$ cat config.mk
export PLATFORM = sky130hd
export DESIGN_NAME = gpu_draw_sequencer
export DESIGN_NICKNAME = d
export VERILOG_FILES = /design/src/rtl/gpu_draw_sequencer.sv
export SDC_FILE = /design/constraint.sdc
export NUM_CORES = 1
export LEC_CHECK = 0
export ABC_AREA = 1
export BUFFER_PORTS_ARGS = -buffer_cell sky130_fd_sc_hd__buf_2
export CAP_MARGIN = 20
export CORE_UTILIZATION = 30
export CTS_CLUSTER_SIZE = 40
export DETAILED_ROUTE_END_ITERATION = 12
export GPL_ROUTABILITY_DRIVEN = 0
export HOLD_SLACK_MARGIN = 0.03
export PLACE_DENSITY = 0.46
export SKIP_CTS_REPAIR_TIMING = 1
export SYNTH_ARGS = -nofsm -noshare
export SYNTH_HDL_FRONTEND = slang
export SYNTH_SLANG_ARGS = --single-unit
$ cat constraint.sdc
create_clock -name clock -period 2.5 [get_ports clock]
set_input_delay 0.5 -clock clock [delete_from_list [all_inputs] [get_ports clock]]
set_output_delay 0.5 -clock clock [all_outputs]
set_load 0.01 [all_outputs]
$ cat src/rtl/gpu_draw_sequencer.sv
// Primitive sequencer: serial x/y coordinates -> vertex FIFO -> points/lines/triangles/strips -> line-draw requests.
// Optional edge clipping against H_RES x V_RES is compiled in with `define DRAW_SEQ_CLIP_EN.
module gpu_draw_sequencer #(
  parameter int COORD_W    = 10,
  parameter int VBUF_DEPTH = 8,
  parameter int CNT_W      = 8,
  parameter int H_RES      = 640,
  parameter int V_RES      = 480
) (
  input  logic               clock,
  input  logic               reset,
  input  logic               start,
  input  logic [1:0]         mode,
  input  logic [CNT_W-1:0]   prim_count,
  input  logic               coord_valid,
  input  logic [COORD_W-1:0] coord_in,
  output logic               coord_ready,
  output logic               line_start,
  output logic [COORD_W-1:0] x0,
  output logic [COORD_W-1:0] y0,
  output logic [COORD_W-1:0] x1,
  output logic [COORD_W-1:0] y1,
  input  logic               line_done,
  output logic               busy,
  output logic               done,
  output logic               reject
);

  localparam int AW = $clog2(VBUF_DEPTH);
  localparam int VW = 2 * COORD_W;
  localparam logic [AW:0]        FIFO_FULL  = (AW+1)'(VBUF_DEPTH);
  localparam logic [AW:0]        FIFO_EMPTY = (AW+1)'(0);
  localparam logic [CNT_W-1:0]   CNT_ZERO   = CNT_W'(0);
  localparam logic [CNT_W-1:0]   CNT_ONE    = CNT_W'(1);
  localparam logic [COORD_W:0]   H_LIM      = (COORD_W+1)'(H_RES);
  localparam logic [COORD_W:0]   V_LIM      = (COORD_W+1)'(V_RES);
  localparam logic [1:0] M_POINTS = 2'd0;
  localparam logic [1:0] M_LINES  = 2'd1;
  localparam logic [1:0] M_TRI    = 2'd2;
  localparam logic [1:0] M_STRIP  = 2'd3;

`ifdef DRAW_SEQ_CLIP_EN
  localparam bit CLIP_EN = 1'b1;
`else
  localparam bit CLIP_EN = 1'b0;
`endif

  typedef enum logic [2:0] {
    S_IDLE  = 3'd0,
    S_FETCH = 3'd1,
    S_ISSUE = 3'd2,
    S_WAIT  = 3'd3,
    S_NEXT  = 3'd4
  } state_t;

  state_t             state_q, state_d;
  logic [1:0]         mode_q, mode_d;
  logic [CNT_W-1:0]   cnt_q, cnt_d;
  logic [1:0]         fidx_q, fidx_d;
  logic [1:0]         eidx_q, eidx_d;
  logic [VW-1:0]      v0_q, v0_d, v1_q, v1_d, v2_q, v2_d;
  logic [COORD_W-1:0] x0_q, x0_d, y0_q, y0_d, x1_q, x1_d, y1_q, y1_d;
  logic               line_start_q, line_start_d;
  logic               busy_q, busy_d, done_q, done_d, reject_q, reject_d;
  logic               clip_q, clip_d;
  logic [COORD_W-1:0] pend_x_q, pend_x_d;
  logic               have_x_q, have_x_d;
  logic [AW-1:0]      wr_ptr_q, wr_ptr_d, rd_ptr_q, rd_ptr_d;
  logic [AW:0]        fcount_q, fcount_d;
  logic               coord_ready_q, coord_ready_d;
  logic [VW-1:0]      mem_q [VBUF_DEPTH];

  logic               accept_s, push_s, pop_s, enter_issue_s, clip_s, final_s, last_edge_s;
  logic [1:0]         need_s, last_eidx_s;
  logic [VW-1:0]      pop_data_s;
  logic [2*VW-1:0]    ep_s;

  // Edge k of the current primitive as {x0,y0,x1,y1}; vertices are packed {x,y}.
  function automatic logic [2*VW-1:0] edge_sel(input logic [1:0] m, input logic [1:0] e,
                                               input logic [VW-1:0] a, input logic [VW-1:0] b,
                                               input logic [VW-1:0] c);
    logic [2*VW-1:0] r;
    r = {a, b};
    case (m)
      M_POINTS: r = {a, a};
      M_TRI: begin
        case (e)
          2'd0:    r = {a, b};
          2'd1:    r = {b, c};
          2'd2:    r = {c, a};
          default: r = {a, b};
        endcase
      end
      default: r = {a, b};
    endcase
    return r;
  endfunction

  // Coordinate intake: x is parked in pend_x, the following y pushes the vertex.
  always_comb begin
    accept_s = coord_valid & coord_ready_q;
    push_s   = accept_s & have_x_q;
    have_x_d = have_x_q;
    pend_x_d = pend_x_q;
    if (accept_s) begin
      have_x_d = ~have_x_q;
      if (!have_x_q) begin
        pend_x_d = coord_in;
      end else begin
        pend_x_d = pend_x_q;
      end
    end else begin
      have_x_d = have_x_q;
    end
    if (push_s) begin
      wr_ptr_d = wr_ptr_q + AW'(1);
    end else begin
      wr_ptr_d = wr_ptr_q;
    end
    if (pop_s) begin
      rd_ptr_d = rd_ptr_q + AW'(1);
    end else begin
      rd_ptr_d = rd_ptr_q;
    end
    case ({push_s, pop_s})
      2'b10:   fcount_d = fcount_q + (AW+1)'(1);
      2'b01:   fcount_d = fcount_q - (AW+1)'(1);
      default: fcount_d = fcount_q;
    endcase
    coord_ready_d = (fcount_d != FIFO_FULL);
    pop_data_s    = mem_q[rd_ptr_q];
  end

  // Sequencer FSM next-state, vertex capture and edge issue.
  always_comb begin
    state_d       = state_q;
    mode_d        = mode_q;
    cnt_d         = cnt_q;
    fidx_d        = fidx_q;
    eidx_d        = eidx_q;
    v0_d          = v0_q;
    v1_d          = v1_q;
    v2_d          = v2_q;
    reject_d      = reject_q;
    done_d        = 1'b0;
    pop_s         = 1'b0;
    enter_issue_s = 1'b0;

    case (mode_q)
      M_POINTS: need_s = 2'd1;
      M_LINES:  need_s = 2'd2;
      M_TRI:    need_s = 2'd3;
      default:  need_s = 2'd2;
    endcase
    last_eidx_s = (mode_q == M_TRI) ? 2'd2 : 2'd0;
    last_edge_s = (eidx_q == last_eidx_s);
    final_s     = (cnt_q == CNT_ONE);

    case (state_q)
      S_IDLE: begin
        if (start) begin
          mode_d   = mode;
          cnt_d    = prim_count;
          fidx_d   = 2'd0;
          eidx_d   = 2'd0;
          reject_d = 1'b0;
          if (prim_count != CNT_ZERO) begin
            state_d = S_FETCH;
          end else begin
            done_d = 1'b1;
          end
        end else begin
          state_d = S_IDLE;
        end
      end
      S_FETCH: begin
        if (fcount_q != FIFO_EMPTY) begin
          pop_s = 1'b1;
          case (fidx_q)
            2'd0:    v0_d = pop_data_s;
            2'd1:    v1_d = pop_data_s;
            default: v2_d = pop_data_s;
          endcase
          if (fidx_q == (need_s - 2'd1)) begin
            state_d       = S_ISSUE;
            eidx_d        = 2'd0;
            enter_issue_s = 1'b1;
          end else begin
            fidx_d = fidx_q + 2'd1;
          end
        end else begin
          state_d = S_FETCH;
        end
      end
      S_ISSUE: begin
        // A clipped edge skips WAIT and advances as if the rasteriser had finished it.
        if (clip_q) begin
          reject_d = 1'b1;
          if (last_edge_s) begin
            state_d = S_NEXT;
            done_d  = final_s;
          end else begin
            eidx_d        = eidx_q + 2'd1;
            state_d       = S_ISSUE;
            enter_issue_s = 1'b1;
          end
        end else begin
          state_d = S_WAIT;
        end
      end
      S_WAIT: begin
        if (line_done) begin
          if (last_edge_s) begin
            state_d = S_NEXT;
            done_d  = final_s;
          end else begin
            eidx_d        = eidx_q + 2'd1;
            state_d       = S_ISSUE;
            enter_issue_s = 1'b1;
          end
        end else begin
          state_d = S_WAIT;
        end
      end
      S_NEXT: begin
        cnt_d = cnt_q - CNT_ONE;
        if (!final_s) begin
          state_d = S_FETCH;
          if (mode_q == M_STRIP) begin
            v0_d   = v1_q;
            fidx_d = 2'd1;
          end else begin
            fidx_d = 2'd0;
          end
        end else begin
          state_d = S_IDLE;
        end
      end
      default: state_d = S_IDLE;
    endcase

    ep_s   = edge_sel(mode_q, eidx_d, v0_d, v1_d, v2_d);
    clip_s = CLIP_EN && (({1'b0, ep_s[2*VW-1 -: COORD_W]} >= H_LIM) ||
                         ({1'b0, ep_s[VW+COORD_W-1 -: COORD_W]} >= V_LIM) ||
                         ({1'b0, ep_s[VW-1 -: COORD_W]} >= H_LIM) ||
                         ({1'b0, ep_s[COORD_W-1:0]} >= V_LIM));
    if (enter_issue_s) begin
      {x0_d, y0_d, x1_d, y1_d} = ep_s;
      line_start_d = ~clip_s;
      clip_d       = clip_s;
    end else begin
      {x0_d, y0_d, x1_d, y1_d} = {x0_q, y0_q, x1_q, y1_q};
      line_start_d = 1'b0;
      clip_d       = 1'b0;
    end
    // busy already drops in the cycle that carries the done pulse.
    busy_d = (state_d != S_IDLE) && !done_d;
  end

  // Vertex storage; contents are only meaningful between the pointers.
  always_ff @(posedge clock) begin
    if (push_s) begin
      mem_q[wr_ptr_q] <= {pend_x_q, coord_in};
    end
  end

  // Control and datapath registers.
  always_ff @(posedge clock) begin
    if (reset) begin
      state_q       <= S_IDLE;
      mode_q        <= 2'd0;
      cnt_q         <= CNT_ZERO;
      fidx_q        <= 2'd0;
      eidx_q        <= 2'd0;
      v0_q          <= {VW{1'b0}};
      v1_q          <= {VW{1'b0}};
      v2_q          <= {VW{1'b0}};
      x0_q          <= {COORD_W{1'b0}};
      y0_q          <= {COORD_W{1'b0}};
      x1_q          <= {COORD_W{1'b0}};
      y1_q          <= {COORD_W{1'b0}};
      line_start_q  <= 1'b0;
      busy_q        <= 1'b0;
      done_q        <= 1'b0;
      reject_q      <= 1'b0;
      clip_q        <= 1'b0;
      pend_x_q      <= {COORD_W{1'b0}};
      have_x_q      <= 1'b0;
      wr_ptr_q      <= {AW{1'b0}};
      rd_ptr_q      <= {AW{1'b0}};
      fcount_q      <= FIFO_EMPTY;
      coord_ready_q <= 1'b1;
    end else begin
      state_q       <= state_d;
      mode_q        <= mode_d;
      cnt_q         <= cnt_d;
      fidx_q        <= fidx_d;
      eidx_q        <= eidx_d;
      v0_q          <= v0_d;
      v1_q          <= v1_d;
      v2_q          <= v2_d;
      x0_q          <= x0_d;
      y0_q          <= y0_d;
      x1_q          <= x1_d;
      y1_q          <= y1_d;
      line_start_q  <= line_start_d;
      busy_q        <= busy_d;
      done_q        <= done_d;
      reject_q      <= reject_d;
      clip_q        <= clip_d;
      pend_x_q      <= pend_x_d;
      have_x_q      <= have_x_d;
      wr_ptr_q      <= wr_ptr_d;
      rd_ptr_q      <= rd_ptr_d;
      fcount_q      <= fcount_d;
      coord_ready_q <= coord_ready_d;
    end
  end

  assign coord_ready = coord_ready_q;
  assign line_start  = line_start_q;
  assign x0          = x0_q;
  assign y0          = y0_q;
  assign x1          = x1_q;
  assign y1          = y1_q;
  assign busy        = busy_q;
  assign done        = done_q;
  assign reject      = reject_q;

endmodule

; Word level (Yosys, flattened, before mapping)
; Memory sizes are Yosys's and may differ from the RTL's. A register that Yosys moved wholly into a read port is not among the register bits.
; Cells that the tools add are included.
[op_classes]
addsub = 8
eq_ne = 19
muxes = 55
bitwise = 3
n_reduce_logical = 15
[ops]
columns = cell, count
row1 = $mux 20, 10
row2 = $pmux 40 s2, 2
row3 = $pmux 20 s2, 1
row4 = $mux 3, 8
row5 = $mux 2, 10
row6 = $pmux 8 s2, 1
row7 = $mux 1, 15
row8 = $pmux 3 s5, 1
row9 = $pmux 2 s3, 2
row10 = $eq 2x2->1 const B, 4
row11 = $eq 8x1->1 const B, 1
row12 = $mux 8, 1
row13 = $ne 2x2->1 const B, 4
row14 = $pmux 4 s2, 1
row15 = $reduce_bool 8->1, 1
row16 = $sub 8x1->8 const B, 1
row17 = $add 3x1->3 const B, 2
row18 = $eq 2x1->1 const B, 3
row19 = $eq 3x2->1 const B, 2
row20 = $reduce_and 2->1, 3
row21 = $reduce_bool 3->1, 2
row22 = $reduce_and 5->1, 1
row23 = $add 2x1->2 const B, 2
row24 = $add 4x1->4 const B, 1
row25 = 17 further kinds, 21
[totals]
register_bits = 142
ram_bits = 160
input_bits = 25
elab_cells = 122
n_memories = 1
[memory_table]
columns = memory, depth, width, rd, rd_clocked_by_memory_dff, write_ports, line
row1 = mem_q, 8, 20, 1, 1, 1, 71  ; logic [VW-1:0] mem_q [VBUF_DEPTH];

; Logic depth before layout (Yosys ltp)
; Gate-level depths: netlist (run 1).
[logic_depth]
ltp_word = 10
depth_mapped = 19

; Worst setup path before layout (run 1)
; Ideal clock, no wire load.
[synth_path]
path_type = flip-flop to flip-flop
start = register mode_q[0]
end = register x0_q[0] (netlist: x0[0])
setup_ns = 0.120
arrival_ns = 2.302
setup_slack_ns = 0.078
stages_incl_launch_ff = 19
n_path_buf = 2
path_cell_list = dfxtp_1 buf_6 inv_4 nand2_4 inv_1 nand2_1 nand3_1 inv_1 nand2_1 nand2_1 nand3b_1 o21ai_0 nand2_1 ha_1 nor2_2 inv_1 clkbuf_1 a21oi_1 a21oi_1
[synth_via]
elab_chain_cells = 10
word_cells_on_any_way = 25
cone_classes = add/sub (1) / eq/ne (6) / mux (17) / reduce/logical (1)
[synth_lines]
columns = item, line
row1 = from (decl), 57  ; logic [1:0] mode_q, mode_d;
row2 = from (signal assigned), 295  ; mode_q <= mode_d;
row3 = $eq 2x2->1 / $logic_not 2->1 (equally long branches), "149, 155"
row4 = $pmux 2 s2, 149  ; case (mode_q)
row5 = $sub 2x1->2, 184  ; if (fidx_q == (need_s - 2'd1)) begin
row6 = $eq 2x2->1, 184
row7 = $mux 2, 184
row8 = $mux 2, 177  ; if (fcount_q != FIFO_EMPTY) begin
row9 = $pmux 2 s3 (*), 159  ; case (state_q)
row10 = named net eidx_d[1], 60  ; logic [1:0] eidx_q, eidx_d;
row11 = $eq 2x2->1 / $eq 2x1->1 (equally long branches), 87  ; case (e)
row12 = $pmux 40 s2 (*), 87
row13 = $pmux 40 s2 (*), 84  ; case (m)
row14 = to (signal assigned), 278  ; x0_q <= {COORD_W{1'b0}};
row15 = to (decl), 62  ; logic [COORD_W-1:0] x0_q, x0_d, y0_q, y0_d, x1_q, x1_d, y1_q, y1_d;
; Mark *: on every way through the listed nets, which the timed path passes. The rest lies on a longest branch.
; A chain may end at the register's enable or synchronous reset.

; Worst setup path after layout (run 1)
; Ends and elaborated chain as after synthesis.

==> impl_metrics.yaml, run 1 <==
finish:
  final_layout_size_suffix_gt1_share_pct: 12.47
  n_antenna_cell: 0
  fin_area_um2: 17180
  layout_commonest_cell: "nand2_1"
  final_util_pct: 35.90
  layout_common_cells: "601 x nand2_1, 226 x inv_1, 208 x nand3_1"
  syn2layout_area_growth_pct: 17.54
  fill_cells: 4974
  final_nets: 1986
floorplan:
  start_util_pct: 30.54
  die_area_um2: 49600
  coreArea_um2: 47850
  dieHeight_um: 222.7
  fp.dieW_um: 222.7
  row_count: 80
  num_io_pins: 70
detailed_routing:
  detail_route.wirelength_um: 41560
  drt_iter0_markers: 733
  wl_met1_um: 18300
  vias_per_cell: 4.712
  met2_length_um: 20620
  antenna_left: 0
  avgRoutedWirePerCell_um: 16.06
  drcViolationCount: 0
  routed.top_layer: "met4"
  wl_met3_um: 1483
  vias: 12189
  firstDrtPassIters: 5
worst_hold_path:
  holdPathStages: 3
  whs_endpoint: "mode_q[1]"
  min_from: "mode[1]"
  worstHoldPathType: "in -> reg"
worst_setup_path:
  r2r-start: "mode_q[0]"
  worst_setup_path_end_kind: "register"
  start_kind: "register"
  worstPathArrival_ps: 2790
  path_buf_inv: 4
  max_stage_delay_ps: 360
  path_cells: "inv_4 > nand2_8 > nand2_1 > nand3_2 > inv_2 > nand2_2 > nand2_2 > nand3b_1 > o21ai_1 > nand2_1 > ha_4 > nor2_4 > clkinvlp_4 > clkbuf_16 > a21oi_2 > a21oi_1"
  required_ps: 2930
  critPathSlowestCell: "dfxtp_4"
  path_class: "reg -> reg"
  r2r_slack_ps: 140
  r2r_cells: 16
  r2r_end: "x0[0]"
  cp_top_family: "simple AND/OR/NAND/NOR gates"
  worstPathMaxFanout: 6
power:
  ir_drop_uv: 507.7
  total_power_uw: 13330
  p_leak_uw: 0.007607
  p_per_area_nw_per_um2: 776.2
yosys:
  synth_edf_count: 160
  avgSynthCellArea_um2: 7.756
  synth_area_leader_cell: "edfxtp_1"
  synthesis.nets: 1921
  yosys_most_used_dff: "edfxtp_1"
  async_reset_ff_share_pct: 0
  synth_area_leaders: "edfxtp_1 33%, dfxtp_1 20%, nand2_1 16%"
  synth_top_area_share_pct: 32.88
  netlist_instances: 1884
  seq_area_frac_synth_pct: 52.74
  syn_area_um2: 14610
  synth_seq_cells: 305
  ys_types: 41
  yosysWarnings: 0
global_route:
  grt_pass1_wl_um: 65230
  grt-ovfl-total: 0
  grt_max_degree: 79
  grtUsageTotal_pct: 16.85
  grt_pass1_vias: 11927
  antenna_found_initial: 0
place:
  hpwl_um: 26900
  port_buffers: 68
  pre_cts_slack_ps: -46.08
  dpl-instance-area_um2: 15810
clock_tree:
  cts_sinks: 305
  clock_latency_ps: 550
  cts_max_level: 2
  clk_path_buf_depth: 3
  cts_buffers: 37
  cts.reportedPaths.clkPinSlew_ps: 60
  cts_tree: "built"
  cts_root_buffer: "clkbuf_16"
sta:
  final_hold_viol_count: 0
  final.min_clock_period_ps: 2363
  fin_ws_ps: 137.2
  setup_tns_ps: 0
  rsz0062_at_grt: "yes"
  finalClockSkew_ps: 12.30
  tightestPinTransition_ps: 947.9
  min_period_over_period_pct: 94.51
  slew_headroom_pct: 36.81
  fmax_mhz: 423.2
  slew_violations: 0
  setup_viol: 0
status:
  status: "completed"
job:
  drv_cap: 0
where the power goes:
group          leakage, uW  switching [uW]  internal [uW]
Sequential         0.00263             177           5540
Combinational      0.00443            1750            807
Clock             0.000546            2110           2950
synthesized netlist by cell type, types with 2 or more instances:
cell type	n
nand2_1	605
inv_1	230
nand3_1	210
edfxtp_1	160
a21oi_1	152
dfxtp_1	145
nor2_1	129
o21ai_0	74
clkbuf_1	46
buf_2	29
ha_1	11
buf_4	10
buf_1	8
buf_6	8
inv_2	8
nor3_1	7
o21ai_1	7
nand2_2	5
or2_2	5
nand4_1	4
nor2_2	4
xnor2_1	3
xor2_1	3
a211oi_1	2
a221oi_1	2
nand2_4	2
cell families after synthesis:
family / after synthesis / synth area share [%]
buf+inv: 341 / 9.693
other cells: 1 / 0.02566
simple gates: 977 / 27.64
fa+ha+maj: 12 / 1.079
flops: 305 / 52.74
compound gates: 241 / 8.391
mux: 1 / 0.06850
xor+xnor: 6 / 0.3597
worst max path at each step:
stage	startpoint	endpoint	cells past startpoint
after floorplan	mode_q[0]	x0[0]	18
after global routing	mode_q[0]	x0[0]	16
after CTS	mode_q[0]	y0[8]	16
final	mode_q[0]	x0[0]	16
after detailed placement	mode_q[0]	y0[1]	16
after global placement	mode_q[0]	x1[9]	17
registers in the layout (all words and copies together) (netlist names), 4 cells and up, named ones only:
signal    flops
cnt_q         8
fcount_q      4
mem_q       160
pend_x_q     10
v0_q         20
v1_q         20
v2_q         20
x0           10
x1           10
y0           10
y1           10
layer usage:
layer	vias to the layer above	track usage [%]
met2	194	29.55
met4	0	5.606
met3	64	2.671
li1	6157	-
met1	5774	20.97
met5	-	0
layout make-up:
class / count / area, um2 / area share [%]
clock buffers: 53 / 1066 / 6.207
well taps: 615 / 769.5 / 4.480
multi-input cells: 1238 / 5643 / 32.85
inverters: 240 / 909.6 / 5.296
flip-flops and latches: 305 / 7715 / 44.92
repair buffers: 127 / 1022 / 5.952
clock inverters: 9 / 50.05 / 0.2914
through the flow:
stage,cells,hold WS (ps)
floorplan,1884,433.4
global placement,2518,457.0
detailed placement,2518,463.9
CTS,2580,162.6
global route,2587,201.1
finish,2587,189.0
worst min-delay path, cell delays in order:
cell    delay [ps]
buf_2           80
nor2_1          40
nor2_1          80
No activity file was read; power rests on OpenSTA's default activity.
==> run 2: changes to the inputs <==
==> constraint.sdc (replaced) <==
create_clock -name clock -period 2.5 [get_ports clock]
set_input_delay 0.5 -clock clock [delete_from_list [all_inputs] [get_ports clock]]
set_output_delay 0.5 -clock clock [all_outputs]
set_load 0.1 [all_outputs]
==> run 2 against run 1 <==
Effect of this change: via count is essentially flat; critical path depth did not move; global-route usage is essentially flat; worst hold slack better by 13 ps; setup slack worse by 8.1 ps; power increased by 5.4%; design area is 0.15% lower; largest power group unchanged.
==> impl_metrics.yaml, run 2 (synthesis results as in run 1) <==
worst_setup_path:
  worstPathArrival_ps: 2800
  crit_top_cell: "nand2_1"
  path_class: "reg -> reg"
  critPathSlowestCell: "dfxtp_2"
  r2r_slack_ps: 130
  max_stage_delay_ps: 330
  r2r-start: "mode_q[0]"
  worstPathMaxFanout: 10
  startpoint: "mode_q[0]"
  worst_setup_path_end_kind: "register"
  cp_top_family: "buffers and inverters"
  required_ps: 2930
  path_cells: "buf_4 > xnor2_2 > nand3_2 > inv_1 > nand2_1 > nand2_1 > nand3b_1 > a21oi_2 > buf_4 > inv_1 > ha_4 > clkbuf_16 > a21oi_1 > nand2_1 > nand2_1 > a21oi_1"
  start_kind: "register"
  path_buf_inv: 5
finish:
  multi_input_area_um2: 5603
  final_util_pct: 35.84
  layout_common_cells: "604 x nand2_1, 227 x inv_1, 208 x nand3_1"
  regArea_um2: 7711
  largest_register_ffs: 160
  layout_commonest_cell: "nand2_1"
  syn2layout_area_growth_pct: 17.36
  final_layout_size_suffix_gt1_share_pct: 12.32
  fill_cells: 5017
  regMostFlops: "mem_q"
  n_antenna_cell: 0
  final_nets: 1987
clock_tree:
  cts_max_level: 2
  cts_buffers: 37
  cts_sinks: 305
  clock_latency_ps: 540
  cts_tree: "built"
  clk_path_buf_depth: 3
  cts_root_buffer: "clkbuf_16"
  cts.reportedPaths.clkPinSlew_ps: 60
worst_hold_path:
  worstHoldPathType: "in -> reg"
  min_from: "mode[1]"
global_route:
  antenna_found_initial: 0
  grt_pass1_wl_um: 65230
  grt-ovfl-total: 0
  grtUsageTotal_pct: 16.83
  grt_pass1_vias: 11897
  grt_max_degree: 79
sta:
  setup_tns_ps: 0
  final.min_clock_period_ps: 2371
  setup_viol: 0
  fmax_mhz: 421.8
  tightestPinTransition_ps: 969.8
  final_hold_viol_count: 0
  finalClockSkew_ps: 17.81
  fin_ws_ps: 129.1
  min_period_over_period_pct: 94.84
  slew_violations: 0
  slew_headroom_pct: 35.35
power:
  ir_drop_uv: 353.7
  pwr-share-clk_pct: 36.7
  total_power_uw: 14050
  p_per_area_nw_per_um2: 819.0
  switchingPower_uw: 4662
  p_comb_share_pct: 22.6
  power.internal_uw: 9384
  p_leak_uw: 0.007645
  seqPwrFrac_pct: 40.7
  switching_share_pct: 33.19
job:
  drv_cap: 0
status:
  status: "completed"
floorplan:
  fp.dieW_um: 222.7
  row_count: 80
  dieHeight_um: 222.7
  num_io_pins: 70
  start_util_pct: 30.54
  die_area_um2: 49600
  coreArea_um2: 47850
place:
  pre_cts_slack_ps: -17.28
  hpwl_um: 27380
  port_buffers: 68
detailed_routing:
  firstDrtPassIters: 5
  detail_route.wirelength_um: 42070
  drcViolationCount: 0
  antenna_left: 0
  vias: 12188
  vias_per_cell: 4.711
  avgRoutedWirePerCell_um: 16.26
  drt_iter0_markers: 740
## run 2: cell type report
class,count,share of cell area (%)
Inverter,240,5.289
Multi-Input combinational cell,1238,32.67
Sequential cell,305,44.96
Tap cell,615,4.487
Clock inverter,10,0.4523
Clock buffer,51,6.230
Timing Repair Buffer,128,5.909
## run 2: routing by layer
layer	GRT usage, %	wire [um]	vias up
met5	0	0	-
li1	-	-	6155
met1	20.61	18780	5793
met3	2.751	1372	69
met2	29.98	20800	171
met4	5.250	1123	0
## run 2: worst paths after layout
check / to / cells after the start
worst min-delay path: mode_q[1] / 3
worst min register to register: v2_q[9] / 2
worst max-delay path: x1[8] / 16
worst max register to register: x1[8] / 16
## run 2: power groups by stage
stage	Clock [uW]	Sequential [uW]	Combinational, uW
global placement	0	5810	3160
global route	5490	5750	3510
detailed placement	0	5820	3200
finish	5150	5720	3180
CTS	5320	5710	3210
floorplan	0	6460	1710
## run 2: metrics by stage
stage,area [um2],cells,hold WS [ps]
after CTS,16930,2582,174.4
after detailed placement,15780,2521,455.3
after floorplan,14610,1884,433.4
after global placement,15780,2521,455.8
after global routing,17150,2587,202.5
final,17150,2587,201.8
## run 2: tightest hold or removal path: cells and delay by family
kind	cells	cell delay, ps
buf+inv	1	80
simple gates	2	110
